### src/rtl/fft_frame_writer.sv
// fft_frame_writer: turns the FFT core output stream into bin magnitudes,
// writes them into the 4096 x 16 magnitude BRAM one frame slot at a time,
// and announces each completed frame (fhead/ready) to process_fft.
module fft_frame_writer #(
  parameter int BINS  = 1024,
  parameter int SLOTS = 4,
  parameter int DECIM = 1
) (
  input  logic        clk,
  input  logic        rst_n,
  input  logic [31:0] s_tdata,
  input  logic        s_tvalid,
  input  logic        s_tlast,
  output logic        s_tready,
  output logic [11:0] waddr,
  output logic [15:0] wdata,
  output logic        we,
  output logic [11:0] fhead,
  output logic        ready,
  output logic        error
);

  localparam int BIN_W  = $clog2(BINS);
  localparam int SLOT_W = $clog2(SLOTS);

  typedef enum logic [1:0] {
    SYNC = 2'd0,
    RUN  = 2'd1,
    DROP = 2'd2
  } state_t;

  state_t state, state_nxt;

  logic [BIN_W-1:0]  bin, bin_nxt;
  logic [SLOT_W-1:0] slot, slot_nxt;
  logic [7:0]        dec_cnt, dec_nxt;

  logic accept;
  logic last_bin;
  logic wr_beat;
  logic good_end;
  logic frame_err;

  // Pipeline stage 1: captured operands
  logic               p1_v, p1_last;
  logic [11:0]        p1_addr;
  logic signed [15:0] re_q, im_q;

  // Pipeline stage 2: squares
  logic               p2_v, p2_last;
  logic [11:0]        p2_addr;
  logic signed [31:0] sq_re, sq_im;

  // Pipeline stage 3: sum, drives the BRAM port
  logic               p3_last;
  logic [32:0]        sum;
  logic               sum_lo_unused;

  assign accept   = s_tvalid & s_tready;
  assign last_bin = (bin == BIN_W'(BINS - 1));

  // Frame controller: classify each accepted beat and plan bin/slot/decimation updates
  always_comb begin
    state_nxt = state;
    bin_nxt   = bin;
    slot_nxt  = slot;
    dec_nxt   = dec_cnt;
    wr_beat   = 1'b0;
    good_end  = 1'b0;
    frame_err = 1'b0;
    case (state)
      SYNC: begin
        if (accept && s_tlast) begin
          state_nxt = RUN;
          bin_nxt   = '0;
        end
      end
      RUN: begin
        if (accept) begin
          wr_beat = (dec_cnt == 8'd0);
          if (last_bin) begin
            bin_nxt = '0;
            if (s_tlast) begin
              if (dec_cnt == 8'd0) begin
                good_end = 1'b1;
                slot_nxt = slot + SLOT_W'(1);
              end
              dec_nxt = (dec_cnt == 8'(DECIM - 1)) ? 8'd0 : dec_cnt + 8'd1;
            end else begin
              frame_err = 1'b1;
              state_nxt = DROP;
            end
          end else if (s_tlast) begin
            frame_err = 1'b1;
            bin_nxt   = '0;
          end else begin
            bin_nxt = bin + BIN_W'(1);
          end
        end
      end
      DROP: begin
        if (accept && s_tlast) begin
          state_nxt = RUN;
          bin_nxt   = '0;
        end
      end
      default: begin
        state_nxt = RUN;
        bin_nxt   = '0;
      end
    endcase
  end

  // Controller state, always-ready handshake and the framing-fault pulse
  always_ff @(posedge clk) begin
    if (!rst_n) begin
      state    <= RUN;
      bin      <= '0;
      slot     <= '0;
      dec_cnt  <= 8'd0;
      s_tready <= 1'b0;
      error    <= 1'b0;
    end else begin
      state    <= state_nxt;
      bin      <= bin_nxt;
      slot     <= slot_nxt;
      dec_cnt  <= dec_nxt;
      s_tready <= 1'b1;
      error    <= frame_err;
    end
  end

  // Three-stage magnitude pipeline carrying write address and end-of-frame tag
  always_ff @(posedge clk) begin
    if (!rst_n) begin
      p1_v    <= 1'b0;
      p1_last <= 1'b0;
      p1_addr <= '0;
      re_q    <= '0;
      im_q    <= '0;
      p2_v    <= 1'b0;
      p2_last <= 1'b0;
      p2_addr <= '0;
      sq_re   <= '0;
      sq_im   <= '0;
      we      <= 1'b0;
      p3_last <= 1'b0;
      waddr   <= '0;
      sum     <= '0;
    end else begin
      p1_v    <= wr_beat;
      p1_last <= good_end;
      p1_addr <= {slot, bin};
      re_q    <= s_tdata[15:0];
      im_q    <= s_tdata[31:16];
      p2_v    <= p1_v;
      p2_last <= p1_last;
      p2_addr <= p1_addr;
      sq_re   <= 32'(re_q) * 32'(re_q);
      sq_im   <= 32'(im_q) * 32'(im_q);
      we      <= p2_v;
      p3_last <= p2_last;
      waddr   <= p2_addr;
      sum     <= {1'b0, sq_re} + {1'b0, sq_im};
    end
  end

  // The upper half of the sum is the magnitude; overflow into bit 32 saturates
  assign wdata         = sum[32] ? 16'hFFFF : sum[31:16];
  assign sum_lo_unused = ^sum[15:0];

  // Announce a frame the cycle after its final write, holding fhead until the next one
  always_ff @(posedge clk) begin
    if (!rst_n) begin
      ready <= 1'b0;
      fhead <= '0;
    end else begin
      ready <= we & p3_last;
      if (we && p3_last) begin
        fhead <= waddr & ~12'(BINS - 1);
      end
    end
  end

endmodule

### config.mk
export PLATFORM = sky130hd
export DESIGN_NAME = fft_frame_writer
export DESIGN_NICKNAME = d
export VERILOG_FILES = /design/src/rtl/fft_frame_writer.sv
export SDC_FILE = /design/constraint.sdc
export NUM_CORES = 1
export LEC_CHECK = 0
export BUFFER_PORTS_ARGS = -buffer_cell sky130_fd_sc_hd__buf_2
export CORE_MARGIN = 3
export CORE_UTILIZATION = 37
export CTS_CLUSTER_SIZE = 28
export DETAILED_ROUTE_END_ITERATION = 7
export HOLD_SLACK_MARGIN = 0.12
export PLACE_DENSITY_LB_ADDON = 0.15
export SLEW_MARGIN = 25
export SYNTH_ARGS = -nofsm -noshare
export SYNTH_HDL_FRONTEND = slang
export SYNTH_SLANG_ARGS = --single-unit
### constraint.sdc
create_clock -name clk -period 8 [get_ports clk]
set_input_delay 1.2 -clock clk [delete_from_list [all_inputs] [get_ports clk]]
set_output_delay 1.2 -clock clk [all_outputs]
set_load 0.01 [all_outputs]
==> results_dict.tcl <==
set metrics [dict create \
    n_antenna_cell 0 \
    hpwl_um 45400 \
    layout_commonest_cell "inv_1" \
    postRouteAntennaNets 0 \
    clockBufferDepth 2 \
    ir_drop_uv 129 \
    grtUsageTotal_pct 17.2 \
    path_max_fanout 17 \
    synth_edf_count 0 \
    grt_antenna_before_repair 0 \
    coreArea_mm2 0.0635 \
    die_h_um 261 \
    crit_type "reg -> reg" \
    final_cell_mix "inv_1 (642), fa_1 (468), ha_1 (213)" \
    clk_pin_slew_ns 0.08 \
    grt_pass1_vias 17228 \
    cts_hold_buf 0 \
    die_w_um 261 \
    cp-end-kind "flop" \
    post-route-period-util_pct 88.3 \
    p_total_mw 5.30 \
    ys_seq_area_share_pct 14.9 \
    cap_violations 0 \
    clockRootBuffer "clkbuf_16" \
    row_count 92 \
    cts_sinks 178 \
    port_buffers 69 \
    crit_required_ns 8.34 \
    post-route-min-period_ns 7.06 \
    syn_area_per_cell_um2 9.33 \
    worst_slew_pin_slew_ns 0.861 \
    slowest_stage "fa_1" \
    muxShareOfSynthArea_pct 0.167 \
    status "finished clean" \
    viasPerCell 4.61 \
    drc 0 \
    via_count 15980 \
    wl_met1_um 25800 \
    drt_iter0_drc 650 \
    wl_met3_um 2080 \
    r2r-start "im_q[15]" \
    drive_gt1_share_pct 6.15 \
    yosys_warnings 0 \
    r2r_cells 19 \
    p_leak_nw 13.5 \
    gp_congestion 0.857 \
    synthXorXnorAreaFrac_pct 3.73 \
    ys_ff_latch 178 \
    p_per_area_mw_per_mm2 205 \
    crit_family "adder cells" \
    insertion_delay_ns 0.48 \
    cts_resized 0 \
    layout-area-overhead-vs-synth_pct 7.64 \
    grt_pass1_wl_um 91700 \
    hold_path_class "reg -> reg" \
    fin_setup_tns_ns 0 \
    finalMaxSlewViolations 0 \
    crit_chain "inv_1 -> nor2_1 -> fa_1 -> fa_1 -> fa_1 -> fa_1 -> fa_1 -> inv_1 -> fa_1 -> inv_1 -> ha_1 -> and3_1 -> a21oi_1 -> o21ai_0 -> a22oi_1 -> a211o_1 -> o21ai_0 -> xnor2_1 -> nor2_1" \
    post-cts-setup-buffer-count 0 \
    wl_per_cell_um 15.6 \
    reg2reg_to "sq_im[31]" \
    post_synth_instance_area_mm2 0.0240 \
    synth_simple_gate_area_share_pct 13.1 \
    highest_layer "met4" \
    min_to "waddr[1]" \
    yosysUniqueCellTypes 63 \
    die_area_mm2 0.0679 \
    cpPeakStageDelay_ns 0.94 \
    drt_wl_total_um 54100 \
    r2r_slack_ns 0.94 \
    fin_nets 3324 \
    worst-path-buf-inv 3 \
    fin_skew_ns 0.0192 \
    fmax_mhz 142 \
    synth_top_family_by_area "adder cells" \
    io-pin-count 80 \
    route.met2.wl_um 25300 \
    cts_buffers 17 \
    initial_core_util_pct 37.7 \
    synth_compound_area_share_pct 6.42 \
    drt_pre_antenna_iters 5 \
    slew_headroom_pct 42.5 \
    rsz0062_at_grt "no" \
    postSynthCellCount 2568 \
    cp.arrival_ns 7.40 \
    grt.overflow.total 0 \
    synth_fa_ha_area_share_pct 50.2 \
    grt_max_degree 97 \
    holdPathStages 1 \
    async_flop_share_pct 0 \
    holdCritStartpoint "p2_addr[1]" \
    synth_flop_cell "dfxtp_1" \
    htreeDepth 4 \
    startpoint_type "flop" \
    tritoncts "built" \
    hold_viol 0 \
    setup-violations-final 0 \
    path_common_cell "fa_1" \
]
cells by family after synthesis:
logic type | count (synthesis)
AOI/OAI and AO/OA | 229
xor gates and xnor gates | 102
adders and majority gates | 681
buffers and inverters | 723
DFF | 178
muxes | 4
other | 1
and+or+nand+nor | 650
per-layer routing:
| layer | GRT usage (%) | vias up |
|---|---|---|
| li1 | - | 7749 |
| met1 | 24.0 | 7955 |
| met2 | 27.4 | 229 |
| met3 | 3.29 | 47 |
| met4 | 4.43 | 0 |
| met5 | 0 | - |
metrics by stage:
stage	setup WS, ns	hold slack, ns	std cells	area, um^2	utilization [%]
2_1_floorplan	1.76	0.412	2577	24000	-
3_3_place_gp	1.09	0.416	3434	25200	39.7
3_5_place_dp	0.961	0.420	3434	25200	39.7
4_1_cts	0.911	0.437	3465	25800	40.6
5_1_grt	0.495	0.449	3465	25800	40.6
6_report	0.936	0.433	3465	25800	40.6
area by class of cell:
| type | instances | area (um^2) |
|---|---|---|
| clock buffer | 17 | 425 |
| clock inverter | 14 | 139 |
| fill | 6410 | 37700 |
| inverter | 644 | 2420 |
| multi-input combinational | 1676 | 17700 |
| sequential | 178 | 3560 |
| tap | 846 | 1060 |
| timing repair buffer | 90 | 509 |
how the worst max path moves through the flow:
stage	slack, ns	from	cells after the start	to
after floorplan	1.76	re_q[2]	22	sq_re[23]
after global placement	1.09	im_q[15]	20	sq_im[31]
after detailed placement	0.96	im_q[15]	19	sq_im[31]
after CTS	0.91	im_q[15]	19	sq_im[31]
after global routing	0.50	im_q[15]	19	sq_im[31]
final	0.94	im_q[15]	19	sq_im[31]
cells in the mapped netlist, types with 20 or more instances:
library cell,count,share of area (%)
a21o_1,34,1.1
xor2_1,40,1.5
fa_1,468,39
a21oi_1,66,1.4
clkbuf_1,66,1.0
dfxtp_1,178,15
ha_1,213,11
or2_2,20,0.52
inv_1,643,10
nor3_1,20,0.42
nand2_1,192,3.0
xnor2_1,62,2.3
nor2_1,167,2.6
and2_1,150,3.9
nand3_1,21,0.44
o21ai_0,45,0.94
worst reg2reg max path: cells and delay by family (launching register included):
family,cells,cell delay (ns)
AO/OA/AOI/OAI,5,0.92
buffers and inverters,3,0.58
flip-flops,1,0.72
XOR/XNOR,1,0.15
adder cells (fa/ha/maj),7,3.91
AND/OR/NAND/NOR,3,0.64
power by group:
| group | internal (mW) | total (mW) | switching, mW | leakage [nW] |
|---|---|---|---|---|
| combinational | 1.42 | 3.35 | 1.93 | 11.7 |
| sequential | 1.04 | 1.12 | 0.0808 | 1.46 |
| clock | 0.410 | 0.831 | 0.421 | 0.281 |
flip-flops by register name, summed over array words and instances (netlist names), 2 cells and up:
signal and count:
sq_im 30, sq_re 30, sum 17, im_q 16
re_q 16, p1_addr 12, p2_addr 12, waddr 12
bin 10, dec_cnt 8, fhead 2, slot 2
state 2
No activity file was read; power rests on OpenSTA's default activity.
